--- src/rtl/regfile_wb_scheduler_pkg.sv ---
// Shared register-file definitions for the writeback scheduler and its users.
package regfile_pkg;

    localparam int REG_AW = 5;
    localparam int REG_DW = 32;
    localparam logic [REG_AW-1:0] REG_ZERO = 5'd0;

    typedef struct packed {
        logic [REG_AW-1:0] rd;
        logic [REG_DW-1:0] data;
    } wb_req_t;

endpackage

--- src/rtl/regfile_wb_scheduler_rr_arbiter.sv ---
// N-wide round-robin arbiter: one-hot grant, pointer moves past the winner.
module rr_arbiter #(
    parameter int N = 2
) (
    input  logic         clk,
    input  logic         reset,
    input  logic [N-1:0] req,
    output logic [N-1:0] grant
);

    localparam int PW = (N > 1) ? $clog2(N) : 1;

    logic [PW-1:0] ptr;
    logic [PW-1:0] ptr_nxt;
    logic [N-1:0]  mask;
    logic [N-1:0]  hi;

    // Requests at or above the pointer win; otherwise wrap to the lowest.
    always_comb begin
        mask    = '0;
        grant   = '0;
        ptr_nxt = ptr;
        for (int i = 0; i < N; i++)
            mask[i] = (i >= int'(ptr));
        hi = req & mask;
        for (int i = N - 1; i >= 0; i--) begin
            if (req[i]) begin
                grant    = '0;
                grant[i] = 1'b1;
                ptr_nxt  = PW'((i + 1) % N);
            end
        end
        if (|hi) begin
            for (int i = N - 1; i >= 0; i--) begin
                if (hi[i]) begin
                    grant    = '0;
                    grant[i] = 1'b1;
                    ptr_nxt  = PW'((i + 1) % N);
                end
            end
        end
    end

    always_ff @(posedge clk or negedge reset) begin
        if (!reset)
            ptr <= '0;
        else
            ptr <= ptr_nxt;
    end

endmodule

--- src/rtl/regfile_wb_scheduler.sv ---
// Round-robin writeback port sharing with a per-register busy scoreboard.
// Optional WB_FORWARD_EN adds commit-cycle forwarding of source operands.
module regfile_wb_scheduler
    import regfile_pkg::*;
#(
    parameter int NREQ = 2,
    parameter int AW   = REG_AW,
    parameter int DW   = REG_DW
) (
    input  logic             clk,
    input  logic             reset,
    input  logic             issue_valid,
    input  logic [AW-1:0]    issue_rd,
    output logic             issue_ready,
    input  logic [NREQ-1:0]  req_valid,
    input  logic [NREQ*AW-1:0] req_rd,
    input  logic [NREQ*DW-1:0] req_data,
    output logic [NREQ-1:0]  req_ready,
    input  logic [AW-1:0]    rs1,
    input  logic [AW-1:0]    rs2,
    output logic             rs1_busy,
    output logic             rs2_busy,
`ifdef WB_FORWARD_EN
    output logic             rs1_fwd,
    output logic             rs2_fwd,
    output logic [DW-1:0]    fwd_data,
`endif
    output logic             regWrite,
    output logic [AW-1:0]    writeRegister,
    output logic [DW-1:0]    writeData,
    output logic             wb_orphan
);

    localparam int NREG = 1 << AW;

    logic [NREQ-1:0] grant;
    logic            sel_any;
    wb_req_t         sel;
    wb_req_t         wb_q;
    logic            reg_write;
    logic [NREG-1:0] busy;
    logic [NREG-1:0] busy_nxt;
    logic            orphan;
    logic            commit_hit;
    logic            issue_fire;

    rr_arbiter #(.N(NREQ)) u_arb (
        .clk   (clk),
        .reset (reset),
        .req   (req_valid),
        .grant (grant)
    );

    assign req_ready = grant;
    assign sel_any   = |grant;

    always_comb begin
        sel = '0;
        for (int i = 0; i < NREQ; i++) begin
            if (grant[i]) begin
                sel.rd   = req_rd[i*AW +: AW];
                sel.data = req_data[i*DW +: DW];
            end
        end
    end

    // x0 writes complete the handshake but never reach the register file.
    always_ff @(posedge clk or negedge reset) begin
        if (!reset) begin
            reg_write <= 1'b0;
            wb_q      <= '0;
        end else begin
            reg_write <= sel_any && (sel.rd != REG_ZERO);
            if (sel_any)
                wb_q <= sel;
        end
    end

    assign regWrite      = reg_write;
    assign writeRegister = wb_q.rd;
    assign writeData     = wb_q.data;

    assign commit_hit  = reg_write && (wb_q.rd == issue_rd);
    assign issue_ready = !busy[issue_rd] || commit_hit;
    assign issue_fire  = issue_valid && issue_ready && (issue_rd != REG_ZERO);

    // A new issue outranks the commit clearing the same register.
    always_comb begin
        busy_nxt = busy;
        if (reg_write)
            busy_nxt[wb_q.rd] = 1'b0;
        if (issue_fire)
            busy_nxt[issue_rd] = 1'b1;
    end

    always_ff @(posedge clk or negedge reset) begin
        if (!reset) begin
            busy   <= '0;
            orphan <= 1'b0;
        end else begin
            busy <= busy_nxt;
            if (reg_write && !busy[wb_q.rd])
                orphan <= 1'b1;
        end
    end

    assign wb_orphan = orphan;

`ifdef WB_FORWARD_EN
    assign rs1_fwd  = reg_write && (wb_q.rd == rs1) && (rs1 != REG_ZERO);
    assign rs2_fwd  = reg_write && (wb_q.rd == rs2) && (rs2 != REG_ZERO);
    assign fwd_data = wb_q.data;
    assign rs1_busy = busy[rs1] && (rs1 != REG_ZERO) && !rs1_fwd;
    assign rs2_busy = busy[rs2] && (rs2 != REG_ZERO) && !rs2_fwd;
`else
    assign rs1_busy = busy[rs1] && (rs1 != REG_ZERO);
    assign rs2_busy = busy[rs2] && (rs2 != REG_ZERO);
`endif

endmodule
--- config.mk ---
export PLATFORM = sky130hd
export DESIGN_NAME = regfile_wb_scheduler
export DESIGN_NICKNAME = d
export VERILOG_FILES = /design/src/rtl/regfile_wb_scheduler_pkg.sv /design/src/rtl/regfile_wb_scheduler_rr_arbiter.sv /design/src/rtl/regfile_wb_scheduler.sv
export SDC_FILE = /design/constraint.sdc
export NUM_CORES = 1
export LEC_CHECK = 0
export ABC_AREA = 1
export ABC_CLOCK_PERIOD_IN_PS = 1900
export BUFFER_PORTS_ARGS = -buffer_cell sky130_fd_sc_hd__buf_2
export CAP_MARGIN = 20
export CORE_ASPECT_RATIO = 0.5
export CORE_UTILIZATION = 40
export CTS_BUF_LIST = sky130_fd_sc_hd__clkbuf_4 sky130_fd_sc_hd__clkbuf_8 sky130_fd_sc_hd__clkbuf_16
export CTS_CLUSTER_SIZE = 16
export DETAILED_ROUTE_END_ITERATION = 10
export HOLD_SLACK_MARGIN = 0.08
export PLACE_DENSITY_LB_ADDON = 0.2
export SYNTH_ARGS = -nofsm -noshare
export SYNTH_HDL_FRONTEND = slang
export SYNTH_SLANG_ARGS = --single-unit
export TNS_END_PERCENT = 50
--- constraint.sdc ---
create_clock -name clk -period 1.9 [get_ports clk]
set_input_delay 0.095 -clock clk [delete_from_list [all_inputs] [get_ports clk]]
set_output_delay 0.095 -clock clk [all_outputs]
set_load 0.02 [all_outputs]
Yosys cells after proc, flatten, opt, wreduce, memory -nomap -nowiden:

Index checks and enable logic that the tools add are counted.

* $lt $le $gt $ge: 7
* bitwise gates (word level): 4
* equal/unequal tests: 1
* multiplexer cells: 26
* reductions and logical operators: 18

Operators by type and width (number)
* $mux 37: 2
* $mux 32: 2
* $and 32x32->32: 1
* $not 32->32: 1
* $or 32x32->32: 1
* $lt 5x6->1 const B: 4
* $bmux 1 s5: 4
* $reduce_bool 5->1: 4
* $mux 1: 11
* $demux 1 s5: 2
* $ge 5x1->1 const B: 2
* $mux 2: 5
* $logic_and 1x1->1: 9
* $eq 5x5->1: 1
* $reduce_or 2->1: 2
* $and 2x2->2: 1
* $logic_not 1->1: 2
* $ge 1x1->1 const A: 1
* $logic_or 1x1->1: 1

* register bits: 72
* input bits: 94
* word-level logic and storage cells: 62
* output and inout bits: 44

Depth between registers and ports, before layout:

* depth in word-level cells: 9
* gate-level depth with buffers: 14
* depth with buffers taken out: 12

Modules after synthesis:

From an unflattened synthesis, not the netlist that was laid out.

* cell total of the unflattened synthesis: 681
* area, all modules: 4595.7 um^2

By module, submodules not included
* regfile_wb_scheduler: area an instance 4531.8 um^2, sequential area each 1776.7 um^2, times used 1, cells each 670
* rr_arbiter: area an instance 63.8 um^2, sequential area each 25.0 um^2, times used 1, cells each 11

Worst setup path before layout:

Ideal clock, no wire load.

* kind: register to register
* start: reg u_arb.ptr
* end: reg wb_q (netlist bit writeData[0])
* cell stages (with the launch flop): 8
* required time: 1.831 ns
* setup slack: 0.378 ns
* data arrival time: 1.453 ns
* buffers on the path: 2
* library setup time: 0.069 ns
* clock period less this slack: 1.522 ns
* path through: dfrtp_1 > inv_1 > a21oi_1 > nor2_1 > clkbuf_1 > clkbuf_1 > nand2_1 > nand3_1

* longest elaborated chain between the ends: 6
* elaborated cells on any way between the ends: 8
* classes of those cells: order compare: 1; mux: 4; bitwise: 1; reduce/logical: 2

RTL lines
* start, declared: line regfile_wb_scheduler_rr_arbiter.sv:13 `logic [PW-1:0] ptr;`
* start signal, assigned: line regfile_wb_scheduler_rr_arbiter.sv:48 `ptr <= ptr_nxt;`
* $ge 1x1->1 (*): line regfile_wb_scheduler_rr_arbiter.sv:24 `mask[i] = (i >= int'(ptr));`
* $and 2x2->2 (*): line regfile_wb_scheduler_rr_arbiter.sv:25 `hi = req & mask;`
* $mux 2 or $reduce_or 2->1 (tied branches): line regfile_wb_scheduler_rr_arbiter.sv:35, regfile_wb_scheduler_rr_arbiter.sv:33
* $mux 2 (*): line regfile_wb_scheduler_rr_arbiter.sv:33 `if (|hi) begin`
* named net req_ready[0]: line regfile_wb_scheduler.sv:18 `output logic [NREQ-1:0] req_ready,`
* $mux 37 (2 in a row): line regfile_wb_scheduler.sv:60 `if (grant[i]) begin`
* end signal, assigned: line regfile_wb_scheduler.sv:75 `wb_q <= sel;`
* end, declared: line regfile_wb_scheduler.sv:39 `wb_req_t wb_q;`

Mark *: on every way through the listed nets, which the timed path passes. The rest lies on a longest branch.
A chain may end at the register's enable or synchronous reset.

Final worst setup path:

* start: reg u_arb.ptr
* end: reg wb_q (netlist bit writeData[9])

* longest elaborated chain between the ends: 6
* elaborated cells on any way between the ends: 8
* classes of those cells: order compare: 1; mux: 4; bitwise: 1; reduce/logical: 2

RTL lines (line)
* $ge 1x1->1 (*): regfile_wb_scheduler_rr_arbiter.sv:24
* $and 2x2->2 (*): regfile_wb_scheduler_rr_arbiter.sv:25
* $mux 2 or $reduce_or 2->1 (tied branches): regfile_wb_scheduler_rr_arbiter.sv:35, regfile_wb_scheduler_rr_arbiter.sv:33
* $mux 2 (*): regfile_wb_scheduler_rr_arbiter.sv:33
* $mux 37 (2 in a row): regfile_wb_scheduler.sv:60

Every way passes the cells marked *; elsewhere a longest branch is shown, timed or not.

==> flow_summary.ini <==
[worst_hold_path]
hold_depth = 3
hold_start = req_valid[0]
holdCritPathClass = in -> reg
min_to = u_arb.ptr$_DFF_PN0_

[timing]
finalSetupViolations = 0
tns_ps = 0
skew_ps = 8.24
max_freq_mhz = 560
finalHoldViolations = 0
final_max_slew_viol_count = 0
tightest_slew_ps = 609
min_period_over_period_pct = 94.0
period_needed_ps = 1790
setup_ws_ps = 114
relSlewSlack_pct = 59.4
rsz0062_at_grt = yes

[global_route]
antenna_found_initial = 0
grt_pass1_vias = 5398
grt_max_degree = 73
track_usage_pct = 30.4
gr-total-overflow = 0
grt_pass1_wl_mm = 28.2

[logic_synthesis]
ys_seq_elements = 72
synth_common_cells = nand2_1 (259), dfrtp_1 (72), o21ai_0 (65), nor2_1 (53), inv_1 (51)
synthArstFlopShare_pct = 100
synth_area_leaders = dfrtp_1 (39%), nand2_1 (21%), o21ai_0 (7.1%), nand3_1 (5.5%), nor2_1 (4.3%)
ys_types = 24
synth_cells = 695
syn_avg_cell_area_um2 = 6.60
yosysMostFrequentCell = nand2_1
yosysWarnings = 0
syn-num-nets = 789
synth_top_area_share_pct = 39.3
synth_area_leader_cell = dfrtp_1
synth-seq-area-share_pct = 39.3
synthFlopType = dfrtp_1
synth_edf_count = 0
syn-cell-area_mm2 = 0.00458

[critical_path]
cp_data_required_time_ps = 2160
worstRegToRegCells = 6
critPathArrivalTime_ps = 2050
worst_r2r_endpoint = writeData[9]$_DFFE_PN0P_
path_class = reg -> reg
crit_path_end_kind = flip-flop
crit_fanout = 32
r2r_slack_ps = 110
start_kind = flip-flop
r2r-start = u_arb.ptr$_DFF_PN0_

[route]
avgRoutedWirePerCell_um = 17.0
avgViaCountPerCell = 5.49
detail-route-antenna-nets = 0
route.detailed.drc = 0
drt_iter0_markers = 491
wirelength_mm = 17.8
firstDrtPassIters = 5
vias = 5746

[floorplanning]
dieArea_mm2 = 0.0119
start_util_pct = 41.4
die_w_um = 153
ios = 138
core.rowCount = 27
fp.dieH_um = 77.7
coreArea_mm2 = 0.0111

[clock_tree]
clock_sinks = 72
path_clk_slew_ps = 60
htreeDepth = 3
cts_max_path_buffers = 2
clock_latency_ps = 330
tritoncts = built
numCtsBuffers = 9
cts-root-buf = clkbuf_16

[pwr]
p_per_area_mw_per_mm2 = 1050
leakage_nw = 3.27
ir_drop_mv = 0.559

[finish]
syn2layout_area_growth_pct = 42.6
drive_gt1_share_pct = 20.5
nNetsFinal = 991
diodes = 0

[placement]
gp_congestion = 0.952
place_ws_ps = 285
dpl.hpwl_mm = 11.6
portBuffers = 137

[job]
cap_violations = 0

[run_status]
status = complete, no violations
report_power, final:
| part | switching, mW | internal, mW | leakage, nW |
|---|---|---|---|
| clock | 0.653 | 1.22 | 0.160 |
| combinational | 1.52 | 0.990 | 2.25 |
| sequential | 0.522 | 1.98 | 0.853 |
| total | 2.69 | 4.19 | 3.27 |
routing by layer:
metal  share of wire (%)  vias to the layer above  global-route usage, %
met3                  10                       33                   8.21
met2                  45                      360                   48.0
met4                 1.9                        0                   7.30
li1                    -                     2714                      -
met1                  43                     2639                   41.5
met5                   0                        -                      0
logic make-up (layout without fill, tap and decap cells):
group,after synthesis,count (layout),synth area share (%)
buf+inv,86,293,7.40
flops,72,72,39.3
compound gates,125,125,15.9
simple gates,412,412,37.4
what timing repair did:
action / 4_1_cts / 5_1_grt
hold buffers: 65 / 0
hold endpoints to repair: 104 / 0
gates resized for setup: 1 / 11
setup buffers: 0 / 0
endpoints found under the setup margin: 1 / 3
state kept, by name (all words and copies together), names as in the netlist:
signal	count
regWrite	1
wb_orphan	1
busy	32
writeData	32
writeRegister	5
u_arb.ptr	1
how the worst max path moves through the flow:
stage                                    from  depth (start not counted)                        to
after global routing       busy[20]$_DFF_PN0_                         11               issue_ready
after global placement            issue_rd[0]                         14         busy[8]$_DFF_PN0_
final                     u_arb.ptr$_DFF_PN0_                          6  writeData[9]$_DFFE_PN0P_
after detailed placement          issue_rd[0]                         14         busy[8]$_DFF_PN0_
after floorplan           u_arb.ptr$_DFF_PN0_                          7  writeData[0]$_DFFE_PN0P_
after CTS                  busy[14]$_DFF_PN0_                         11               issue_ready
worst max-delay path: stages, from the launching register on:
cell and delay [ps]:
dfrtp_1 340, inv_1 70, a21oi_4 280, buf_6 310
nand2_1 80, nand3_1 90, dlygate4sd3_1 540
layout by cell type, fill, tap and decap left out, types with 17 or more instances in the layout:
cell,synthesis,final
nand2_1,259,259
buf_2,4,134
dfrtp_1,72,68
o21ai_0,65,65
dlygate4sd3_1,0,65
inv_1,51,51
nor2_1,53,51
nand3_1,50,50
nand4_1,31,31
buf_4,3,20
a21oi_1,20,19
nor3_1,17,17
area by class of cell:
cell class / instances / area, µm²
sequential: 72 / 1810
multi-input combinational: 537 / 2460
tap: 145 / 181
inverter: 53 / 199
timing repair buffer: 224 / 1550
clock inverter: 4 / 76.3
fill: 1005 / 4540
clock buffer: 12 / 254
stage by stage:
step / total power, mW / instances / hold WS (ps) / cell area, µm² / util (%)
5_1_grt: 7.28 / 1047 / 109 / 6540 / 59.0
3_5_place_dp: 4.78 / 966 / 137 / 5520 / 49.8
6_report: 6.88 / 1047 / 94.7 / 6540 / 59.0
2_1_floorplan: 3.69 / 695 / -201 / 4580 / -
4_1_cts: 6.77 / 1047 / 97.8 / 6500 / 58.7
3_3_place_gp: 4.75 / 966 / 137 / 5520 / 49.8
Note: power is estimated with default switching activity, not from simulation.
